<file path="src/rtl/zynet_sample_runner.sv">
`default_nettype none
// ============================================================================
// Module   : zynet_sample_runner
// Brief    : Streams stored samples into zyNet, reads back the detected class
//            over AXI-lite and keeps right/wrong/sample counters.
// Revision : 1.0
// ============================================================================
module zynet_sample_runner #(
    parameter int DATA_WIDTH     = 16,
    parameter int NUM_INPUTS     = 1024,
    parameter int MEM_ADDR_W     = 20,
    parameter int RESULT_ADDR    = 8,
    parameter int GAP_CYCLES     = 3,
    parameter int TIMEOUT_CYCLES = 1000000
) (
    input  logic                  clock,
    input  logic                  reset,
    input  logic                  start,
    input  logic [15:0]           num_samples,
    input  logic                  stop_on_mismatch,
    output logic [MEM_ADDR_W-1:0] mem_addr,
    input  logic [DATA_WIDTH-1:0] mem_rdata,
    output logic [DATA_WIDTH-1:0] out_data,
    output logic                  out_valid,
    input  logic                  out_ready,
    input  logic                  intr,
    output logic [31:0]           m_axi_araddr,
    output logic                  m_axi_arvalid,
    input  logic                  m_axi_arready,
    input  logic [31:0]           m_axi_rdata,
    input  logic                  m_axi_rvalid,
    output logic                  m_axi_rready,
    output logic                  busy,
    output logic                  done,
    output logic                  error,
    output logic [15:0]           sample_count,
    output logic [15:0]           right_count,
    output logic [15:0]           wrong_count,
    output logic [31:0]           last_detected,
    output logic [DATA_WIDTH-1:0] last_expected,
    output logic                  mismatch
);
    localparam int c_CNT_W = $clog2(NUM_INPUTS + 1);
    localparam int c_GAP_W = $clog2(GAP_CYCLES + 1);
    localparam int c_TMO_W = $clog2(TIMEOUT_CYCLES + 1);
    localparam logic [c_CNT_W-1:0]    c_N         = c_CNT_W'(NUM_INPUTS);
    localparam logic [c_CNT_W-1:0]    c_LAST_BEAT = c_CNT_W'(NUM_INPUTS - 1);
    localparam logic [c_GAP_W-1:0]    c_GAP_LAST  = c_GAP_W'(GAP_CYCLES - 1);
    localparam logic [c_TMO_W-1:0]    c_TMO_LAST  = c_TMO_W'(TIMEOUT_CYCLES - 1);
    localparam logic [MEM_ADDR_W-1:0] c_STRIDE    = MEM_ADDR_W'(NUM_INPUTS + 1);

    typedef enum logic [3:0] {
        S_IDLE      = 4'd0,
        S_GAP       = 4'd1,
        S_STREAM    = 4'd2,
        S_FETCH_EXP = 4'd3,
        S_WAIT_INTR = 4'd4,
        S_AR        = 4'd5,
        S_R         = 4'd6,
        S_CHECK     = 4'd7,
        S_DONE      = 4'd8,
        S_ERROR     = 4'd9
    } state_t;

    state_t                r_state, w_next;
    logic                  w_accept, w_done_ent;
    logic [MEM_ADDR_W-1:0] r_base, r_rd_addr;
    logic [c_CNT_W-1:0]    r_issued, r_beats;
    logic [c_GAP_W-1:0]    r_gap;
    logic [c_TMO_W-1:0]    r_tmo;
    logic [DATA_WIDTH-1:0] r_q0, r_q1, r_last_exp;
    logic [1:0]            r_cnt;
    logic                  r_pend, r_intr_d, r_intr_seen, r_error, r_done, r_stop;
    logic [15:0]           r_num, r_sc, r_right, r_wrong;
    logic [31:0]           r_last_det;
    logic [2:0]            w_occ;
    logic                  w_pop, w_issue, w_match;
    logic [15:0]           w_sc_next;

    function automatic logic [15:0] f_sat_inc(input logic [15:0] v);
        return (v == 16'hFFFF) ? v : v + 16'd1;
    endfunction

    assign out_valid     = (r_cnt != 2'd0);
    assign out_data      = r_q0;
    assign w_pop         = out_valid && out_ready;
    // Reads in flight plus buffered words never exceed the two skid entries.
    assign w_occ         = {1'b0, r_cnt} + {2'b00, r_pend} - {2'b00, w_pop};
    assign w_issue       = (r_state == S_STREAM) && (r_issued != c_N) && (w_occ <= 3'd1);
    assign w_match       = (r_last_det == 32'(r_last_exp));
    assign w_sc_next     = f_sat_inc(r_sc);
    assign mem_addr      = r_rd_addr;
    assign m_axi_arvalid = (r_state == S_AR);
    assign m_axi_araddr  = (r_state == S_AR) ? 32'(RESULT_ADDR) : 32'd0;
    assign m_axi_rready  = (r_state == S_R);
    assign busy          = !(r_state == S_IDLE || r_state == S_DONE || r_state == S_ERROR);
    assign done          = r_done;
    assign error         = r_error;
    assign sample_count  = r_sc;
    assign right_count   = r_right;
    assign wrong_count   = r_wrong;
    assign last_detected = r_last_det;
    assign last_expected = r_last_exp;
    assign mismatch      = (r_state == S_CHECK) && !w_match;

    always_ff @(posedge clock) begin
        if (reset) r_state <= S_IDLE;
        else       r_state <= w_next;
    end

    always_comb begin
        w_next     = r_state;
        w_accept   = 1'b0;
        w_done_ent = 1'b0;
        case (r_state)
            S_IDLE, S_DONE, S_ERROR: begin
                if (start) begin
                    w_accept = 1'b1;
                    if (num_samples == 16'd0) begin
                        w_next     = S_DONE;
                        w_done_ent = 1'b1;
                    end else begin
                        w_next = S_GAP;
                    end
                end
            end
            S_GAP:       if (r_gap == c_GAP_LAST) w_next = S_STREAM;
            S_STREAM:    if (w_pop && (r_beats == c_LAST_BEAT)) w_next = S_FETCH_EXP;
            S_FETCH_EXP: w_next = S_WAIT_INTR;
            S_WAIT_INTR: begin
                if (r_intr_seen)              w_next = S_AR;
                else if (r_tmo == c_TMO_LAST) w_next = S_ERROR;
            end
            S_AR:        if (m_axi_arready) w_next = S_R;
            S_R:         if (m_axi_rvalid) w_next = S_CHECK;
            S_CHECK: begin
                if ((w_sc_next == r_num) || (!w_match && r_stop)) begin
                    w_next     = S_DONE;
                    w_done_ent = 1'b1;
                end else begin
                    w_next = S_GAP;
                end
            end
            default:     w_next = S_IDLE;
        endcase
    end

    always_ff @(posedge clock) begin
        if (reset) begin
            r_base      <= '0;
            r_rd_addr   <= '0;
            r_issued    <= '0;
            r_beats     <= '0;
            r_gap       <= '0;
            r_tmo       <= '0;
            r_q0        <= '0;
            r_q1        <= '0;
            r_cnt       <= 2'd0;
            r_pend      <= 1'b0;
            r_intr_d    <= 1'b0;
            r_intr_seen <= 1'b0;
            r_error     <= 1'b0;
            r_done      <= 1'b0;
            r_stop      <= 1'b0;
            r_num       <= 16'd0;
            r_sc        <= 16'd0;
            r_right     <= 16'd0;
            r_wrong     <= 16'd0;
            r_last_det  <= 32'd0;
            r_last_exp  <= '0;
        end else begin
            r_intr_d <= intr;
            r_pend   <= w_issue;
            r_done   <= w_done_ent;

            if (w_issue) begin
                r_rd_addr <= r_rd_addr + MEM_ADDR_W'(1);
                r_issued  <= r_issued + c_CNT_W'(1);
            end
            if (w_pop) r_beats <= r_beats + c_CNT_W'(1);

            case ({r_pend, w_pop})
                2'b10: begin
                    if (r_cnt == 2'd0) r_q0 <= mem_rdata;
                    else               r_q1 <= mem_rdata;
                    r_cnt <= r_cnt + 2'd1;
                end
                2'b01: begin
                    r_q0  <= r_q1;
                    r_cnt <= r_cnt - 2'd1;
                end
                2'b11: begin
                    if (r_cnt == 2'd1) begin
                        r_q0 <= mem_rdata;
                    end else begin
                        r_q0 <= r_q1;
                        r_q1 <= mem_rdata;
                    end
                end
                default: ;
            endcase

            // The edge latch stays armed through FETCH_EXP so a fast network is not missed.
            if ((r_state == S_STREAM || r_state == S_FETCH_EXP || r_state == S_WAIT_INTR)
                && intr && !r_intr_d)
                r_intr_seen <= 1'b1;

            if (r_state == S_FETCH_EXP || r_state == S_WAIT_INTR) r_tmo <= r_tmo + c_TMO_W'(1);
            else                                                 r_tmo <= '0;

            if (w_accept) begin
                r_sc    <= 16'd0;
                r_right <= 16'd0;
                r_wrong <= 16'd0;
                r_error <= 1'b0;
                r_base  <= '0;
                r_num   <= num_samples;
                r_stop  <= stop_on_mismatch;
            end

            case (r_state)
                S_GAP: begin
                    r_intr_seen <= 1'b0;
                    if (r_gap == c_GAP_LAST) begin
                        r_gap     <= '0;
                        r_rd_addr <= r_base;
                        r_issued  <= '0;
                        r_beats   <= '0;
                    end else begin
                        r_gap <= r_gap + c_GAP_W'(1);
                    end
                end
                S_FETCH_EXP: r_last_exp <= mem_rdata;
                S_WAIT_INTR: if (w_next == S_ERROR) r_error <= 1'b1;
                S_R:         if (m_axi_rvalid) r_last_det <= m_axi_rdata;
                S_CHECK: begin
                    r_sc <= w_sc_next;
                    if (w_match) r_right <= f_sat_inc(r_right);
                    else         r_wrong <= f_sat_inc(r_wrong);
                    r_base <= r_base + c_STRIDE;
                end
                default: ;
            endcase
        end
    end
endmodule
`default_nettype wire

</file>
<file path="config.mk">
export PLATFORM = sky130hd
export DESIGN_NAME = zynet_sample_runner
export DESIGN_NICKNAME = d
export VERILOG_FILES = /design/src/rtl/zynet_sample_runner.sv
export SDC_FILE = /design/constraint.sdc
export NUM_CORES = 1
export LEC_CHECK = 0
export BUFFER_PORTS_ARGS = -buffer_cell sky130_fd_sc_hd__buf_2
export CORE_ASPECT_RATIO = 1.4
export CORE_UTILIZATION = 28
export CTS_CLUSTER_SIZE = 25
export DETAILED_ROUTE_END_ITERATION = 8
export GPL_TIMING_DRIVEN = 0
export HOLD_SLACK_MARGIN = 0.08
export PLACE_DENSITY = 0.53
export REMOVE_ABC_BUFFERS = 1
export SETUP_SLACK_MARGIN = 0.3
export SKIP_CTS_REPAIR_TIMING = 1
export SLEW_MARGIN = 15
export SYNTH_ARGS = -nofsm -noshare
export SYNTH_HDL_FRONTEND = slang
export SYNTH_SLANG_ARGS = --single-unit
</file>
<file path="constraint.sdc">
create_clock -name clock -period 4.8 [get_ports clock]
set_input_delay 0.96 -clock clock [delete_from_list [all_inputs] [get_ports clock]]
set_output_delay 0.96 -clock clock [all_outputs]
set_load 0.005 [all_outputs]
</file>
==> results by group <==
Pwr
  • Total power: 4.54 mW
  • Peak supply drop: 0.000203 V
  • Proportion of power drawn by combinational gates: 9.1%
  • Clock power share: 45.0%
  • Switching Fraction: 25.1%
  • Sw Pwr: 1.14 mW
  • Sequential Power Share: 45.9%
  • Internal Dissipation: 3.40 mW
  • PD cells: 326 nW/um^2
  • LEAKAGE: 5.45 nW

Placement
  • Port Buf Inserts: 211
  • GP Congestion: 0.849
  • HPWL Detailed: 24000 um
  • Dpl cells: 2107
  • Placed inst area: 13100 um^2

Job
  • Max cap viols: 0

Clock network
  • Clk slew on worst S/H paths: 0.06 ns
  • Root buffer cell: clkbuf_16
  • CTS tree: built
  • Clock latency on the worst-skew pair: 0.54 ns
  • Number of buffers created by CTS: 26
  • Clock Path Buffers: 3
  • CTS sink cnt: 240
  • H-tree depth: 1

Die
  • IO Pins: 243
  • Die span in x: 174 um
  • Core Area: 40600 um^2
  • Die Y: 243 um
  • # rows: 87
  • Initial core utilization: 28.6%
  • Die Footprint: 42300 um^2

Final layout
  • Layout area overhead: 20.0%
  • Fin area: 13900 um^2
  • Post-route insts no fill: 2157
  • Final Util: 34.3%
  • Layout net count: 1689
  • Share of layout cells above drive strength 1: 18.2%

Logic synthesis
  • Post-synth top area share: 41.4%
  • Syn avg cell area: 8.10 um^2
  • Post-Synth Simple-Gate Area: 26.5%
  • Post-synth EDFFs: 0
  • Post-synth top area cell: dfxtp_1
  • Synth Area in Compound Gates: 14.4%
  • Area contributors post-synth: dfxtp_1 (41%), nand2_1 (6.7%), nor2_1 (6.0%), a21oi_1 (5.1%), xnor2_1 (4.1%)
  • Yosys cell types: 70
  • Most common cell in the netlist: dfxtp_1
  • Largest family of logic cells by synthesized area: simple AND/OR/NAND/NOR gates
  • Post-Syn Area: 11600 um^2
  • Ys flop type: dfxtp_1
  • Register area share after synthesis: 41.4%
  • Post-Synthesis Cells: 1435
  • Synth Register Bits: 240
  • Synth warn: 0
  • Post-Synth Adder-Cell Area: 1.79%
  • Top cells by count, synth: dfxtp_1 (240), nand2_1 (208), nor2_1 (185)
  • Synth Area in XOR/XNOR: 7.73%
  • FFs w/ async S/R, synth: 0%
  • Post-synthesis mux area share: 2.29%

STA
  • Pins Over Slew Limit: 0
  • Slew @ Worst Pin: 1.11 ns
  • Min Clock Period, post-route: 3.90 ns
  • RSZ-0062 raised after global routing: no
  • Hold Vio Cnt, Final: 0
  • FMAX: 256 MHz
  • Fin Hold WS: 0.451 ns
  • Setup Skew: 0.0178 ns
  • Fin crit share: 81.3%
  • Final setup viols: 0
  • Relative slew slack: 26.1%

Setup path
  • Cells along the critical path: inv_1 > ha_1 > nor2b_1 > ha_1 > inv_1 > ha_1 > fa_1 > nor3_4 > nand4_1 > nor3_2 > nand3_1 > xor2_1 > a211oi_1
  • Crit. Startpoint: r_cnt[0]
  • Critical path capture point type: flip-flop
  • Worst Setup EP: mem_addr[17]
  • CP Data Arrival Time: 4.35 ns
  • Critical path buffer and inverter count: 2
  • CP Data Required Time: 5.25 ns
  • R2r setup slk: 0.90 ns
  • Reg2reg path depth: 13
  • RR Startpoint: r_cnt[0]
  • Critical path class: flip-flop to flip-flop
  • Startpoint Class: flip-flop
  • RR Endpoint: mem_addr[17]
  • CP delay by family, top: simple AND/OR/NAND/NOR gates
  • Max incr delay on CP: 0.54 ns
  • Crit Path Max Fanout: 9
  • Most used cell along the critical path: ha_1
  • Crit-path slowest cell: nor2b_1
  • Critical path depth: 13

GRT
  • First-pass GRT wire length: 53200 um
  • GRT Util Overall: 15.3%
  • Grt total ovfl: 0
  • Initial antenna violation count: 5
  • Pin count of the biggest net entering global routing: 106
  • Vias in the first global route: 10200

Outcome
  • Status: complete, no violations

Detailed routing
  • Via-to-Cell Ratio: 4.88
  • First drt pass iteration count: 7
  • DR WL/cell: 15.4 um
  • WL final: 33100 um
  • Vias: 10500
  • Number of DRC markers in iteration 0: 442
  • DR DRC count: 0
  • ANT nets after route: 0

Min path
  • WHS Path Cells: 2
  • Hold WC Path Type: flip-flop to flip-flop
-- state kept, by name (all words and copies together) (netlist names), 2 cells and up --
register,flops
r_beats,11
r_base,20
sample_count,16
out_data,16
last_detected,32
last_expected,16
r_gap,2
r_tmo,20
mem_addr,20
r_q1,16
r_cnt,2
r_issued,11
wrong_count,16
r_num,16
r_state,4
right_count,16
-- cell families after synthesis --
kind of cell	after synthesis
flops	240
buf+inv	141
fa+ha+maj	16
compound gates	272
simple gates	638
xor+xnor	101
mux	26
other cells	1
-- cell type report --
type                            count  area, um^2
Clock inverter                      7        65.1
Antenna cell                        2        5.00
Inverter                           28         105
Timing Repair Buffer              221        1200
Clock buffer                       41         808
Fill cell                        4293       26700
Tap cell                          534         668
Sequential cell                   240        4800
Multi-Input combinational cell   1084        6280
-- placed cells by master, fill, tap and decap left out, drive strengths merged, types with 38 or more instances in the layout --
| master | synthesis | layout |
|---|---|---|
| dfxtp | 240 | 240 |
| buf | 51 | 221 |
| nand2 | 208 | 208 |
| nor2 | 185 | 185 |
| a21oi | 119 | 119 |
| xnor2 | 55 | 55 |
| nand3 | 54 | 54 |
| xor2 | 45 | 45 |
| a211oi | 41 | 41 |
| clkbuf | 62 | 41 |
| nand4 | 38 | 38 |
-- power groups by stage --
stage | registers, mW | logic [mW] | clock network [mW]
2_1_floorplan | 2.12 | 0.221 | 0
3_3_place_gp | 2.13 | 0.402 | 0
3_5_place_dp | 2.13 | 0.418 | 0
4_1_cts | 2.08 | 0.420 | 2.12
5_1_grt | 2.09 | 0.464 | 2.20
6_report | 2.08 | 0.412 | 2.04
-- worst register-to-register path: stages, from the launching register on --
cell	delay, ns
dfxtp_1	0.40
inv_1	0.06
ha_1	0.23
nor2b_1	0.54
ha_1	0.41
inv_1	0.08
ha_1	0.15
fa_1	0.45
nor3_4	0.29
nand4_1	0.25
nor3_2	0.44
nand3_1	0.15
xor2_1	0.16
a211oi_1	0.22
-- stage by stage --
stage	worst slack, ns	TNS, ns
after floorplan	1.10	0
after global placement	-0.0642	-0.477
after detailed placement	0.487	0
after CTS	0.823	0
after global routing	0.494	0
final	0.898	0
-- how the worst min path moves through the flow --
| stage | slack, ns | endpoint | from |
|---|---|---|---|
| 2_1_floorplan | 0.43 | r_stop | r_stop |
| 3_3_place_gp | 0.44 | r_stop | r_stop |
| 3_5_place_dp | 0.44 | r_stop | r_stop |
| 4_1_cts | 0.45 | r_stop | r_stop |
| 5_1_grt | 0.49 | r_num[10] | r_num[10] |
| 6_report | 0.45 | r_stop | r_stop |
-- metal layers --
layer / global-route usage, % / vias up / part of all wire, %
met5: 0 / - / 0.13
li1: - / 5286 / -
met3: 2.55 / 63 / 4.4
met4: 6.19 / 6 / 3.2
met2: 27.8 / 220 / 51
met1: 17.6 / 4945 / 42
Power figures use the tool's default switching activity.
